**src/rtl/pipe_ctrl_pkg.sv**
```systemverilog
// pipe_ctrl_pkg: FSM state encodings and pipeline stage indices shared by the pipeline controller
package pipe_ctrl_pkg;
  typedef enum logic [1:0] {ST_RUN = 2'b00, ST_STALL = 2'b01, ST_FLUSH = 2'b10} state_t;
  localparam int STG_PC  = 0;
  localparam int STG_IF  = 1;
  localparam int STG_ID  = 2;
  localparam int STG_EX  = 3;
  localparam int STG_MEM = 4;
  localparam int STG_WB  = 5;
endpackage

```
**src/rtl/pipe_ctrl_if.sv**
```systemverilog
// pipe_ctrl_if: controller<->datapath bus (stall_req/flush_req/flush_pc in, stall/bubble/flush/new_pc out); master=controller, slave=datapath
interface pipe_ctrl_if #(parameter int NUM_STAGES = 6, parameter int PC_W = 32);
  logic [NUM_STAGES-1:0] stall_req;
  logic                  flush_req;
  logic [PC_W-1:0]       flush_pc;
  logic [NUM_STAGES-1:0] stall;
  logic [NUM_STAGES-1:0] bubble;
  logic                  flush;
  logic [PC_W-1:0]       new_pc;
  modport master (input stall_req, flush_req, flush_pc, output stall, bubble, flush, new_pc);
  modport slave (output stall_req, flush_req, flush_pc, input stall, bubble, flush, new_pc);
endinterface

```
**src/rtl/pipe_ctrl_stall_enc.sv**
```systemverilog
// pipe_ctrl_stall_enc: combinational suffix-OR stall encoder with bubble marker; ports en, stall_req in, stall/bubble out
module pipe_ctrl_stall_enc
  import pipe_ctrl_pkg::*;
#(
  parameter int N = 6
) (
  input  logic         en,
  input  logic [N-1:0] stall_req,
  output logic [N-1:0] stall,
  output logic [N-1:0] bubble
);
  for (genvar i = 0; i < N; i++) begin : g_stg
    assign stall[i] = en & (|(stall_req >> i));
    if (i == STG_PC) begin : g_pc
      assign bubble[i] = 1'b0;
    end else begin : g_bub
      assign bubble[i] = stall[i-1] & ~stall[i];
    end
  end
endmodule

```
**src/rtl/pipe_ctrl_unit.sv**
```systemverilog
// pipe_ctrl_unit: pipeline stall/flush controller with watchdog; ports clk, rst, bus (pipe_ctrl_if.master), pipe_state, timeout_err, stall_cycles, flush_count; PIPE_CTRL_PERF_EN enables perf counters
module pipe_ctrl_unit
  import pipe_ctrl_pkg::*;
#(
  parameter int NUM_STAGES   = 6,
  parameter int PC_W         = 32,
  parameter int FLUSH_CYCLES = 1,
  parameter int MAX_STALL    = 64,
  parameter int CNT_W        = 32
) (
  input  logic             clk,
  input  logic             rst,
  pipe_ctrl_if.master      bus,
  output logic [1:0]       pipe_state,
  output logic             timeout_err,
  output logic [CNT_W-1:0] stall_cycles,
  output logic [CNT_W-1:0] flush_count
);
  localparam int FC_W = FLUSH_CYCLES > 1 ? $clog2(FLUSH_CYCLES) : 1;
  localparam int WD_W = MAX_STALL > 0 ? $clog2(MAX_STALL + 1) : 1;
  state_t          state;
  logic [FC_W-1:0] fcnt;
  assign pipe_state = state;
  pipe_ctrl_stall_enc #(.N(NUM_STAGES)) u_enc (
    .en       (state != ST_FLUSH && !bus.flush_req),
    .stall_req(bus.stall_req),
    .stall    (bus.stall),
    .bubble   (bus.bubble)
  );
  always_ff @(posedge clk) begin
    if (rst) begin
      state      <= ST_RUN;
      bus.flush  <= 1'b0;
      bus.new_pc <= '0;
      fcnt       <= '0;
    end else if (bus.flush_req) begin
      state      <= ST_FLUSH;
      bus.flush  <= 1'b1;
      bus.new_pc <= bus.flush_pc;
      fcnt       <= FC_W'(FLUSH_CYCLES - 1);
    end else if (state == ST_FLUSH) begin
      if (fcnt == '0) begin
        state     <= ST_RUN;
        bus.flush <= 1'b0;
      end else fcnt <= fcnt - 1'b1;
    end else state <= |bus.stall_req ? ST_STALL : ST_RUN;
  end
  if (MAX_STALL > 0) begin : g_wd
    logic [WD_W-1:0] wd;
    always_ff @(posedge clk) begin
      if (rst) begin
        wd          <= '0;
        timeout_err <= 1'b0;
      end else begin
        wd <= (bus.flush_req || state == ST_FLUSH || !(|bus.stall_req)) ? '0 :
              wd == WD_W'(MAX_STALL) ? wd : wd + 1'b1;
        if (wd == WD_W'(MAX_STALL)) timeout_err <= 1'b1;
      end
    end
  end else begin : g_no_wd
    assign timeout_err = 1'b0;
  end
`ifdef PIPE_CTRL_PERF_EN
  always_ff @(posedge clk) begin
    if (rst) begin
      stall_cycles <= '0;
      flush_count  <= '0;
    end else begin
      if (|bus.stall) stall_cycles <= stall_cycles + 1'b1;
      if (bus.flush_req) flush_count <= flush_count + 1'b1;
    end
  end
`else
  assign stall_cycles = '0;
  assign flush_count  = '0;
`endif
endmodule

```
**src/flat_wrapper.sv**
```systemverilog
// flat-port wrapper written by rule: the top's interface ports become plain ports
module pipe_ctrl_unit_flat import pipe_ctrl_pkg::*;
#(
  parameter int NUM_STAGES   = 6,
  parameter int PC_W         = 32,
  parameter int FLUSH_CYCLES = 1,
  parameter int MAX_STALL    = 64,
  parameter int CNT_W        = 32
)
  (clk, rst, pipe_state, timeout_err, stall_cycles, flush_count, bus_stall_req, bus_flush_req, bus_flush_pc, bus_stall, bus_bubble, bus_flush, bus_new_pc);
  pipe_ctrl_if #(.NUM_STAGES(NUM_STAGES), .PC_W(PC_W)) bus_i ();
  input  logic clk;
  input  logic rst;
  output logic [1:0] pipe_state;
  output logic timeout_err;
  output logic [CNT_W-1:0] stall_cycles;
  output logic [CNT_W-1:0] flush_count;
  input wire logic [$bits(bus_i.stall_req)-1:0] bus_stall_req;
  input wire logic [$bits(bus_i.flush_req)-1:0] bus_flush_req;
  input wire logic [$bits(bus_i.flush_pc)-1:0] bus_flush_pc;
  output wire logic [$bits(bus_i.stall)-1:0] bus_stall;
  output wire logic [$bits(bus_i.bubble)-1:0] bus_bubble;
  output wire logic [$bits(bus_i.flush)-1:0] bus_flush;
  output wire logic [$bits(bus_i.new_pc)-1:0] bus_new_pc;
  assign bus_i.stall_req = bus_stall_req;
  assign bus_i.flush_req = bus_flush_req;
  assign bus_i.flush_pc = bus_flush_pc;
  assign bus_stall = bus_i.stall;
  assign bus_bubble = bus_i.bubble;
  assign bus_flush = bus_i.flush;
  assign bus_new_pc = bus_i.new_pc;
  pipe_ctrl_unit #(.NUM_STAGES(NUM_STAGES), .PC_W(PC_W), .FLUSH_CYCLES(FLUSH_CYCLES), .MAX_STALL(MAX_STALL), .CNT_W(CNT_W)) u_core (.clk(clk), .rst(rst), .bus(bus_i), .pipe_state(pipe_state), .timeout_err(timeout_err), .stall_cycles(stall_cycles), .flush_count(flush_count));
endmodule
```
**config.mk**
```make
export PLATFORM = sky130hd
export DESIGN_NAME = pipe_ctrl_unit_flat
export DESIGN_NICKNAME = d
export VERILOG_FILES = /design/src/rtl/pipe_ctrl_pkg.sv /design/src/rtl/pipe_ctrl_if.sv /design/src/rtl/pipe_ctrl_stall_enc.sv /design/src/rtl/pipe_ctrl_unit.sv /design/src/flat_wrapper.sv
export SDC_FILE = /design/constraint.sdc
export NUM_CORES = 1
export LEC_CHECK = 0
export CORE_ASPECT_RATIO = 0.8
export CORE_MARGIN = 4
export CORE_UTILIZATION = 35
export CTS_CLUSTER_SIZE = 12
export DETAILED_ROUTE_END_ITERATION = 8
export GPL_TIMING_DRIVEN = 0
export PLACE_DENSITY_LB_ADDON = 0.12
export SLEW_MARGIN = 20
export SYNTH_ARGS = -nofsm -noshare
export SYNTH_HDL_FRONTEND = slang
export SYNTH_SLANG_ARGS = --single-unit
```
**constraint.sdc**
```tcl
create_clock -name clk -period 1.89 [get_ports clk]
set_input_delay 0.4725 -clock clk [delete_from_list [all_inputs] [get_ports clk]]
set_output_delay 0.4725 -clock clk [all_outputs]
set_load 0.02 [all_outputs]
```
Word level (Yosys, flattened, before mapping). Index checks and enable logic that the tools add are counted.

Add/subtract/negate cells: 2. $mul: 0. Divide/modulo/power cells: 0. Magnitude comparators: 0. Equal/unequal tests: 6. Shift operators: 0. Muxes and demuxes: 8. Bitwise gates (word level): 16. Reductions and logical operators: 14.

Operator list (count): 1-bit AND (11); 7-bit by 1-bit adder with 7-bit output, second input constant (1); 7-bit equality test, second input constant (1); 2-bit 2-to-1 mux (3); 2-bit inequality test, second input constant (3); 2-bit OR reduction (3); 6-bit OR reduction (1); 1-bit 2-to-1 mux (5); 1-bit inverter (5); 5-bit OR reduction (1); 4-bit OR reduction (1); 3-bit inequality test, second input constant (1); 3-bit OR reduction (1); 2-bit equality test, second input constant (1); 1-bit zero test (2); 1-bit logical OR (2); 2-bit AND reduction (1); 2-bit nonzero test (1); 1-bit logical AND (1); 1-bit subtractor, second input constant (1).

Flip-flop bits (word level): 44. Latch bits: 0. Memory bits (writable): 0. ROM bits: 0. Input bits: 41. Output and inout bits: 112. Logic and storage cells: 53. Memories: 0.

Depth between registers and ports, before layout.
Depth after elaboration: 5. Gate-level depth with buffers: 5. Mapped depth without buffers: 5.

Cells and area by module. From an unflattened synthesis, not the netlist that was laid out.

Cell total of the unflattened synthesis: 244. Area total of the unflattened synthesis: 2244.7 µm².

By module, submodules not included: pipe_ctrl_unit (times used 1, cells an instance 224, area an instance 2134.5 µm²); pipe_ctrl_stall_enc (times used 1, cells an instance 20, area an instance 110.1 µm²).

Worst setup path before layout. No wires, ideal clock.

Path type: input -> output. From: input port bus_stall_req[3]. To: output port bus_stall[0]. Arrival: 1.442 ns. Required time: 1.417 ns. Slack: -0.025 ns. Stages: 3. Path buffers: 0. Cells stage by stage: or4_4 -> nor3_4 -> nor2_1.

Word-level cells in the longest chain between the ends: 2.

RTL lines: start, declared (line flat_wrapper.sv:18) `input wire logic [$bits(bus_i.stall_req)-1:0] bus_stall_req;`; 6-bit OR reduction (line pipe_ctrl_stall_enc.sv:13) `assign stall[i] = en & (|(stall_req >> i));`; 1-bit AND (line pipe_ctrl_stall_enc.sv:13); end, declared (line flat_wrapper.sv:21) `output wire logic [$bits(bus_i.stall)-1:0] bus_stall;`.

No other way between the ends.

Worst setup path after layout.
From: input port bus_stall_req[2]. To: output port bus_bubble[1].

Word-level cells in the longest chain between the ends: 4. Elaborated cells between the ends (all ways): 6.

RTL lines: 5-bit OR reduction (line pipe_ctrl_stall_enc.sv:13); 1-bit AND (line pipe_ctrl_stall_enc.sv:13); 1-bit inverter (line pipe_ctrl_stall_enc.sv:17) `assign bubble[i] = stall[i-1] & ~stall[i];`; 1-bit AND (*) (line pipe_ctrl_stall_enc.sv:17); end, declared (line flat_wrapper.sv:22) `output wire logic [$bits(bus_i.bubble)-1:0] bus_bubble;`.

Mark *: on every way between the ends. The rest lies on a longest branch, timed or not.

==> report_table.html <==
<table>
<tr><th>Metric</th><th>Value</th></tr>
<tr><th colspan="2">Die</th></tr>
<tr><td>Starting density of the core</td><td>36.8%</td></tr>
<tr><td>I/O pin count</td><td>153</td></tr>
<tr><td>Area of the core</td><td>6010 um2</td></tr>
<tr><td>Die Y-Extent</td><td>79.0 um</td></tr>
<tr><td>Count of standard-cell rows</td><td>25</td></tr>
<tr><td>Horiz. Die Dim</td><td>96.8 um</td></tr>
<tr><td>Die Footprint</td><td>7650 um2</td></tr>
<tr><th colspan="2">Outcome</th></tr>
<tr><td>Run status</td><td>finished, violations left</td></tr>
<tr><td>Violations in the final reports</td><td>negative setup slack</td></tr>
<tr><th colspan="2">Power and ir drop</th></tr>
<tr><td>Peak supply drop</td><td>0.000367 V</td></tr>
<tr><td>Leakage</td><td>0.00173 uW</td></tr>
<tr><td>Power after layout</td><td>2180 uW</td></tr>
<tr><td>Power Dens Cells</td><td>623 nW/um2</td></tr>
<tr><th colspan="2">STA</th></tr>
<tr><td>Final number of max-transition violations</td><td>0</td></tr>
<tr><td>Minimum period implied by the final worst setup slack</td><td>1990 ps</td></tr>
<tr><td>Worst setup margin</td><td>-103 ps</td></tr>
<tr><td>Final worst path period share</td><td>105%</td></tr>
<tr><td>RSZ-0062 raised after global routing</td><td>yes</td></tr>
<tr><td>Total count of hold-check failures in the final report</td><td>0</td></tr>
<tr><td>Clock skew after layout</td><td>6.14 ps</td></tr>
<tr><td>Hold_ws</td><td>484 ps</td></tr>
<tr><td>Fmax</td><td>0.502 GHz</td></tr>
<tr><td>Relative max-transition margin</td><td>63.9%</td></tr>
<tr><td>Transition time of the tightest slew-check pin</td><td>535 ps</td></tr>
<tr><td>Setup-failing EPs final</td><td>3</td></tr>
<tr><th colspan="2">Global routing</th></tr>
<tr><td>GRT Overall Usage</td><td>14.3%</td></tr>
<tr><td>Wire length of the first global-routing pass</td><td>8910 um</td></tr>
<tr><td>Antenna violations before repair</td><td>0</td></tr>
<tr><td>Via count of the first global-routing pass</td><td>1,874</td></tr>
<tr><td>Overflow after GRT</td><td>0</td></tr>
<tr><td>Maximum number of pins on one net before global-route repair</td><td>14</td></tr>
<tr><th colspan="2">Synth</th></tr>
<tr><td>Top cells by count, synth</td><td>sky130_fd_sc_hd__buf_4, sky130_fd_sc_hd__dfxtp_1, sky130_fd_sc_hd__nor2_1, sky130_fd_sc_hd__mux2i_1, sky130_fd_sc_hd__nor3_1</td></tr>
<tr><td>Syn. warnings</td><td>0</td></tr>
<tr><td>Most used DFF post-synth</td><td>sky130_fd_sc_hd__dfxtp_1</td></tr>
<tr><td>Number of standard cells after synthesis</td><td>241</td></tr>
<tr><td>Async S/R FF share, synth</td><td>0%</td></tr>
<tr><td>Synth top area share</td><td>39.0%</td></tr>
<tr><td>Top area cells in the synthesized netlist</td><td>sky130_fd_sc_hd__dfxtp_1, sky130_fd_sc_hd__buf_4, sky130_fd_sc_hd__mux2i_1</td></tr>
<tr><td>Post-synthesis cell type with the largest combined area</td><td>sky130_fd_sc_hd__dfxtp_1</td></tr>
<tr><td>Cell Area, Synth</td><td>2210 um2</td></tr>
<tr><td>Register area share after synthesis</td><td>39.0%</td></tr>
<tr><td>Post-synthesis register bit count</td><td>43</td></tr>
<tr><td>Most numerous cell in the Yosys netlist</td><td>sky130_fd_sc_hd__buf_4</td></tr>
<tr><td>Post-synth EDFFs</td><td>0</td></tr>
<tr><td>Distinct cells, synth</td><td>31</td></tr>
<tr><td>Avg Inst Size Synth</td><td>9.16 um2</td></tr>
<tr><th colspan="2">Place</th></tr>
<tr><td>Dpl ws</td><td>-1130 ps</td></tr>
<tr><td>RD Place Congestion</td><td>0.733</td></tr>
<tr><td>Placed wire-length estimate</td><td>4450 um</td></tr>
<tr><td>Count of placed standard cells including taps</td><td>471</td></tr>
<tr><td># port buffers</td><td>85</td></tr>
<tr><th colspan="2">Clock tree</th></tr>
<tr><td>Post-cts hold buffer count</td><td>0</td></tr>
<tr><td>Clock transition at the registers of the reported paths</td><td>80 ps</td></tr>
<tr><td>Clock tree from TritonCTS</td><td>built</td></tr>
<tr><td>Cts bufs inserted</td><td>5</td></tr>
<tr><td>Level count of the clock H-tree</td><td>2</td></tr>
<tr><td>Cell at the root of the clock tree</td><td>sky130_fd_sc_hd__clkbuf_8</td></tr>
<tr><td>Number of clock sinks seen by CTS</td><td>43</td></tr>
<tr><td>Maximum count of clock buffers along a single path</td><td>2</td></tr>
<tr><td>Latest clock arrival within the worst-skew pair</td><td>290 ps</td></tr>
<tr><th colspan="2">Critical path</th></tr>
<tr><td>Worst-path fanout max</td><td>2</td></tr>
<tr><td>Sort of element at the end of the critical path</td><td>output pin</td></tr>
<tr><td>Required time reported for the critical path endpoint</td><td>1420 ps</td></tr>
<tr><td>First element of the critical path</td><td>bus_stall_req[2]</td></tr>
<tr><td>Launching element type of the critical path</td><td>primary input</td></tr>
<tr><td>Crit path arrival time</td><td>1520 ps</td></tr>
<tr><td>Crit Path Class</td><td>primary input to output pin</td></tr>
<tr><td>Startpoint of the most critical register-to-register path</td><td>u_core.pipe_state[0]</td></tr>
<tr><th colspan="2">Finish</th></tr>
<tr><td>Total of fill cells in the finished design</td><td>539</td></tr>
<tr><td>Ant diodes</td><td>0</td></tr>
<tr><td>Layout overhead on the synthesized area</td><td>58.4%</td></tr>
<tr><td>Layout Cells excl Fill</td><td>481</td></tr>
<tr><td>Share of layout cells above drive strength 1</td><td>26.0%</td></tr>
<tr><td>Final net count</td><td>442</td></tr>
<tr><th colspan="2">Routing</th></tr>
<tr><td>Pre-Repair DR Iteration Count</td><td>4</td></tr>
<tr><td>Total wire length after detailed routing</td><td>5500 um</td></tr>
<tr><td>Overall via count from detail_route</td><td>1,876</td></tr>
<tr><td>Post-detailed-route via-to-cell ratio</td><td>3.90</td></tr>
<tr><td>Number of remaining DRC errors</td><td>0</td></tr>
<tr><td>Routed Antenna Nets</td><td>0</td></tr>
<tr><td>Number of violations reported at the end of detailed-routing iteration 0</td><td>44</td></tr>
<tr><td>Final routed wire length divided by cell count</td><td>11.4 um</td></tr>
<tr><th colspan="2">Run</th></tr>
<tr><td>Max-cap viol count</td><td>0</td></tr>
<tr><th colspan="2">Hold path</th></tr>
<tr><td>Hold Crit Class</td><td>register to register</td></tr>
<tr><td>Hold wc startpoint</td><td>u_core.timeout_err</td></tr>
</table>
through the flow:
stage | util (%) | TNS, ps | area [um2]
after floorplan | - | -24.9 | 2450
after global placement | 56.6 | -8930 | 3400
after detailed placement | 56.6 | -9270 | 3400
after CTS | 58.5 | -276 | 3510
after global routing | 58.2 | -285 | 3500
final | 58.2 | -202 | 3500
per-layer routing:
layer	vias up	share of wire (%)	track usage [%]
li1	979	-	-
met2	99	44	23.3
met1	790	41	15.3
met4	0	1.8	5.19
met5	-	0	0
met3	8	13	8.60
registers in the layout, summed over array words and instances (netlist names):
register / count
u_core.bus.flush: 1
u_core.g_wd.wd: 7
u_core.bus.new_pc: 32
u_core.pipe_state: 2
u_core.timeout_err: 1
worst max-delay path: stages:
cell and delay, ps:
sky130_fd_sc_hd__buf_8 90, sky130_fd_sc_hd__or4_4 560, sky130_fd_sc_hd__nor2_4 100, sky130_fd_sc_hd__and3_4 180, sky130_fd_sc_hd__buf_6 110
kinds of logic after synthesis:
family / share of synthesized area, %
DFF: 39.0
and+or+nand+nor: 17.0
adders and majority gates: 1.13
other: 0.170
muxes: 14.5
xor gates and xnor gates: 1.19
buffers and inverters: 24.4
AOI/OAI and AO/OA: 2.61
final timing paths:
kind,to,slack (ps),depth (start not counted)
max,bus_bubble[1],-100,5
min,u_core.timeout_err,480,2
min reg2reg,u_core.timeout_err,480,2
max reg2reg,u_core.g_wd.wd[0],530,4
power by group:
| part | total, uW | leakage (uW) | switching [uW] | internal (uW) |
|---|---|---|---|---|
| Clock | 576 | 0.0000412 | 318 | 259 |
| Sequential | 976 | 0.000354 | 24.6 | 952 |
| Combinational | 624 | 0.00133 | 322 | 302 |
| Total | 2180 | 0.00173 | 664 | 1510 |
placed cells by master (no fill, tap or decap), drive strengths merged, types with 3 or more instances in the layout:
cell type and instances:
clkdlybuf4s50 69, xor2 3, o21ai 4, nor2 42, conb 65, mux2i 32, and3 4, a21oi 3
dfxtp 43, a211oi 3, buf 83, nor2b 3, nor3 6, clkbuf 14, nand3 4
cell type report:
class                   count  area, um2  share of cell area, %
multi-input cells         186       1090                   31.1
flip-flops and latches     43        861                   24.6
repair buffers             87        823                   23.6
plain buffers              74        531                   15.2
well taps                  81        101                   2.90
clock buffers               6       72.6                   2.08
clock inverters             2       12.5                  0.358
inverters                   2       7.51                  0.215
what timing repair did:
item,4_1_cts,5_1_grt
resized for setup,62,14
endpoints found under the setup margin,11,11
pin swaps,5,3
setup buffers,2,0
Power figures use the tool's default switching activity.
